==> src/rtl/atcaxi2tluh500_pipe_slice_pkg.sv <==
// Shared sizing helpers for the valid/ready pipeline slice.
// Define ATCAXI2TLUH500_PIPE_SLICE_SKID_EN for 2-entry skid stages.
package atcaxi2tluh500_pipe_slice_pkg;

`ifdef ATCAXI2TLUH500_PIPE_SLICE_SKID_EN
  localparam int unsigned STAGE_CAP = 2;
`else
  localparam int unsigned STAGE_CAP = 1;
`endif

  function automatic int unsigned cap_f(input int unsigned depth);
    return STAGE_CAP * depth;
  endfunction

  function automatic int unsigned cw_f(input int unsigned depth);
    return $clog2(cap_f(depth) + 1);
  endfunction

endpackage

==> src/rtl/atcaxi2tluh500_pipe_slice_stage.sv <==
// One register stage of the slice: plain register or 2-entry skid.
// Skid variant selected by ATCAXI2TLUH500_PIPE_SLICE_SKID_EN.
module atcaxi2tluh500_pipe_slice_stage #(
  parameter int unsigned W = 8,
  parameter bit          R = 1'b0
) (
  input  logic         clk,
  input  logic         resetn,
  input  logic         flush,
  input  logic         in_valid,
  output logic         in_ready,
  input  logic [W-1:0] in_data,
  output logic         out_valid,
  input  logic         out_ready,
  output logic [W-1:0] out_data
);

  logic         vq;
  logic [W-1:0] dq;

  assign out_valid = vq;
  assign out_data  = dq;

`ifdef ATCAXI2TLUH500_PIPE_SLICE_SKID_EN
  logic         sv;
  logic [W-1:0] sd;
  logic         in_fire;
  logic         drain;
  logic         ld_main;
  logic         ld_skid;
  logic [W-1:0] main_nxt;

  // ready is the registered skid-empty flag
  assign in_ready = !sv;
  assign in_fire  = in_valid && !sv && !flush;
  assign drain    = !vq || out_ready;
  assign ld_main  = !flush && drain && (sv || in_fire);
  assign ld_skid  = !flush && !drain && in_fire;
  assign main_nxt = sv ? sd : in_data;

  always_ff @(posedge clk or negedge resetn) begin
    if (!resetn) begin
      vq <= 1'b0;
      sv <= 1'b0;
    end else if (flush) begin
      vq <= 1'b0;
      sv <= 1'b0;
    end else if (drain) begin
      vq <= sv || in_fire;
      sv <= 1'b0;
    end else if (in_fire) begin
      sv <= 1'b1;
    end
  end

  if (R) begin : g_rst
    always_ff @(posedge clk or negedge resetn) begin
      if (!resetn) begin
        dq <= '0;
        sd <= '0;
      end else begin
        if (ld_main) dq <= main_nxt;
        if (ld_skid) sd <= in_data;
      end
    end
  end else begin : g_nrst
    always_ff @(posedge clk) begin
      if (ld_main) dq <= main_nxt;
      if (ld_skid) sd <= in_data;
    end
  end
`else
  logic load;

  assign in_ready = !vq || out_ready;
  assign load     = in_valid && in_ready && !flush;

  always_ff @(posedge clk or negedge resetn) begin
    if (!resetn) begin
      vq <= 1'b0;
    end else if (flush) begin
      vq <= 1'b0;
    end else if (load) begin
      vq <= 1'b1;
    end else if (out_ready) begin
      vq <= 1'b0;
    end
  end

  if (R) begin : g_rst
    always_ff @(posedge clk or negedge resetn) begin
      if (!resetn) begin
        dq <= '0;
      end else if (load) begin
        dq <= in_data;
      end
    end
  end else begin : g_nrst
    always_ff @(posedge clk) begin
      if (load) dq <= in_data;
    end
  end
`endif

endmodule

==> src/rtl/atcaxi2tluh500_pipe_slice.sv <==
// DEPTH-stage valid/ready register slice with flush and occupancy count.
// Define ATCAXI2TLUH500_PIPE_SLICE_SKID_EN for registered-ready skid stages.
module atcaxi2tluh500_pipe_slice
  import atcaxi2tluh500_pipe_slice_pkg::*;
#(
  parameter  int unsigned W     = 8,
  parameter  int unsigned DEPTH = 1,
  parameter  bit          R     = 1'b0,
  localparam int unsigned CW    = cw_f(DEPTH)
) (
  input  logic          clk,
  input  logic          resetn,
  input  logic          flush,
  input  logic          s_valid,
  output logic          s_ready,
  input  logic [W-1:0]  s_data,
  output logic          m_valid,
  input  logic          m_ready,
  output logic [W-1:0]  m_data,
  output logic [CW-1:0] count
);

  logic [DEPTH:0]        v;
  logic [DEPTH:0]        r;
  logic [DEPTH:0][W-1:0] d;
  logic                  s_fire;
  logic                  m_fire;

  assign v[0]     = s_valid && !flush;
  assign d[0]     = s_data;
  assign r[DEPTH] = m_ready;
  assign s_ready  = r[0] && resetn && !flush;
  assign m_valid  = v[DEPTH];
  assign m_data   = d[DEPTH];
  assign s_fire   = s_valid && s_ready;
  assign m_fire   = m_valid && m_ready;

  for (genvar i = 0; i < DEPTH; i++) begin : g_stage
    atcaxi2tluh500_pipe_slice_stage #(
      .W (W),
      .R (R)
    ) u_stage (
      .clk       (clk),
      .resetn    (resetn),
      .flush     (flush),
      .in_valid  (v[i]),
      .in_ready  (r[i]),
      .in_data   (d[i]),
      .out_valid (v[i+1]),
      .out_ready (r[i+1]),
      .out_data  (d[i+1])
    );
  end

  always_ff @(posedge clk or negedge resetn) begin
    if (!resetn) begin
      count <= '0;
    end else if (flush) begin
      count <= '0;
    end else if (s_fire && !m_fire) begin
      count <= count + CW'(1);
    end else if (!s_fire && m_fire) begin
      count <= count - CW'(1);
    end
  end

endmodule

==> config.mk <==
export PLATFORM = sky130hd
export DESIGN_NAME = atcaxi2tluh500_pipe_slice
export DESIGN_NICKNAME = d
export VERILOG_FILES = /design/src/rtl/atcaxi2tluh500_pipe_slice_pkg.sv /design/src/rtl/atcaxi2tluh500_pipe_slice_stage.sv /design/src/rtl/atcaxi2tluh500_pipe_slice.sv
export SDC_FILE = /design/constraint.sdc
export NUM_CORES = 1
export LEC_CHECK = 0
export ABC_AREA = 1
export BUFFER_PORTS_ARGS = -buffer_cell sky130_fd_sc_hd__buf_2
export CAP_MARGIN = 20
export CORE_AREA = 10 10 47 49
export CTS_BUF_LIST = sky130_fd_sc_hd__clkbuf_2
export CTS_CLUSTER_DIAMETER = 40
export DETAILED_ROUTE_END_ITERATION = 12
export DIE_AREA = 0 0 57 59
export SYNTH_ARGS = -nofsm -noshare
export SYNTH_HDL_FRONTEND = slang
export SYNTH_HIERARCHICAL = 1
export SYNTH_SLANG_ARGS = --single-unit
==> constraint.sdc <==
create_clock -name clk -period 1.5 [get_ports clk]
set_input_delay 0.3 -clock clk [delete_from_list [all_inputs] [get_ports clk]]
set_output_delay 0.3 -clock clk [all_outputs]
set_load 0.01 [all_outputs]
==> results.cfg <==
[sta]
final-setup-viol-count = 0
period_needed_ns = 1.37
clock_skew_ns = 0.00388
rsz0062_at_grt = false
hold_viol_final = 0
fmax_ghz = 0.728
fin_setup_tns_ns = 0
max-slew-margin-rel = 0.749
fin_crit_sh = 0.916
slew_viol_final = 0
worstMarginPinSlew_ns = 0.376

[pwr]
leakagePower_nw = 0.289
powerDensity_nw_per_um2 = 924
ir_drop_mv = 0.402

[layout]
final_common_cell = buf_2
final_cell_mix = buf_2 (23), nand2_1 (9), edfxtp_1 (8)
antennaDiodeCount = 0
stdcell_count = 79
final_nets = 77
drive_gt1_frac = 0.492
area_delta_synth_final_pct = 41.6
fill_cells = 159

[global_routing]
grt_pass1_wl_um = 1470
antenna_found_initial = 0
grt_max_degree = 9
grt_overflow = 0
grt_use_total = 0.0568
grt_pass1_vias = 338

[route]
viasPerCell = 4.10
first_pass_iters = 2
ant_nets = 0
drc = 0
drtIter0Drc = 2
wl_um = 931
vias = 324
post_drt_wl_per_cell_um = 11.8

[worst_setup_path]
path_class = register to output port
cp_max_fo = 5
path_delay_family = flip-flops
rrSetupSlack_ns = 0.29
crit_required_ns = 1.20
crit_chain = nand2_2 > nand2_1 > nor2_1 > buf_2
crit_arrival_ns = 1.07
critPathMaxStageDelay_ns = 0.45
cp_num_buf_inv = 1
start_kind = register
cp_slowest_cell = dfrtp_2
cp-end-kind = output port

[run]
cap_violations = 0

[synth]
ys_types = 9
synthesis.nets = 48
synth_area_leaders = edfxtp_1 (61%), dfrtp_1 (13%), nand2_1 (8.5%)
yosysWarnings = 6
synthCells = 35
ys_seq_elements = 10
syn_area_um2 = 397
synth_top_area_cell = edfxtp_1
synth.top_cell.area_share = 0.606
syn_avg_cell_area_um2 = 11.3
synth-seq-area-share = 0.732

[clock_tree]
cts_max_level = 1
numCtsBuffers = 3
clk_pin_slew_ns = 0.09
cts.sinks = 10
cts_buffer_depth = 2
root_buffer = clkbuf_2
insertion_delay_ns = 0.23
cts_tree = yes

[place]
dp_cells = 74
place.gp.congestion = 0.667
hpwl_um = 763
io_buffer_count = 23

[floorplan]
start_util = 0.283
ios = 24
rows = 14
die-area_um2 = 3360
core-area_um2 = 1400
fp.dieH_um = 59
dieWidth_um = 57

[hold_path]
hp-class = input port to register

[run_status]
status = finished clean
[worst reg2reg max path, delay by kind of cell, from the launching register on]
| kind | cells | cell delay [ns] |
|---|---|---|
| flops | 1 | 0.45 |
| buf+inv | 1 | 0.04 |
| simple gates | 2 | 0.40 |
[state kept, by name, indices dropped and copies added (netlist names)]
signal	cells
count	1
g_stage.u_stage/out_valid	1
g_stage.u_stage/out_data	8
[path summary, 6_finish.rpt]
path | from | end | cells after the start
worst max-delay path | g_stage[0].u_stage/out_valid | s_ready | 4
worst min-delay path | s_data[3] | g_stage[0].u_stage/out_data[3] | 1
worst max register to register | g_stage[0].u_stage/out_valid | g_stage[0].u_stage/out_data[4] | 3
worst min register to register | g_stage[0].u_stage/out_valid | g_stage[0].u_stage/out_valid | 2
max in group asynchronous | resetn | g_stage[0].u_stage/out_valid | 2
min in group asynchronous | resetn | count | 2
[synthesized netlist by cell type (all sizes together)]
master	number
edfxtp	8
nor2	4
inv	7
dfrtp	2
nand3	4
nand2	10
[timing repair]
| item | 4_1_cts | 5_1_grt |
|---|---|---|
| endpoints found under the setup margin | 0 | 1 |
| resized for setup | 0 | 1 |
| setup buffers | 0 | 0 |
| endpoints found under the hold margin | 2 | 0 |
| hold buffers | 1 | 0 |
[final cells by class]
class / instances / area (µm²) / area share
clock buffers: 3 / 15.0 / 0.0267
well taps: 16 / 20.0 / 0.0356
repair buffers: 24 / 125 / 0.223
clock inverters: 1 / 3.75 / 0.00668
flip-flops and latches: 10 / 292 / 0.519
multi-input cells: 18 / 80.1 / 0.143
inverters: 7 / 26.3 / 0.0468
[report_power, final]
part / total [W] / switching, W / internal (W)
Clock: 0.000139 / 0.0000806 / 0.0000580
Sequential: 0.000317 / 0.00000541 / 0.000312
Combinational: 0.0000633 / 0.0000346 / 0.0000287
Total: 0.000519 / 0.000121 / 0.000398
[per-layer routing]
metal | GRT usage | share of wire | wire, µm | vias up
li1 | - | - | - | 167
met1 | 0.0626 | 0.46 | 431 | 136
met2 | 0.0698 | 0.36 | 339 | 21
met3 | 0.0536 | 0.17 | 159 | 0
met4 | 0.0302 | 0 | 0 | 0
met5 | 0 | 0 | 0 | -
[metrics by stage]
step           total power, W  hold WS (ns)  cell area [µm²]   util  worst slack [ns]
6_report             0.000519         0.238              562  0.401             0.126
5_1_grt              0.000563         0.197              562  0.401            0.0111
4_1_cts              0.000531         0.220              561  0.400             0.106
3_5_place_dp         0.000385        0.0968              532  0.379             0.167
3_3_place_gp         0.000385         0.101              532  0.379             0.192
2_1_floorplan        0.000351       0.00441              397      -             0.358
[cells by family after synthesis]
kind of cell | after synthesis | synth area share
buffers and inverters | 7 | 0.0662
DFF | 10 | 0.732
and+or+nand+nor | 18 | 0.202
Note: power is estimated with default switching activity, not from simulation.
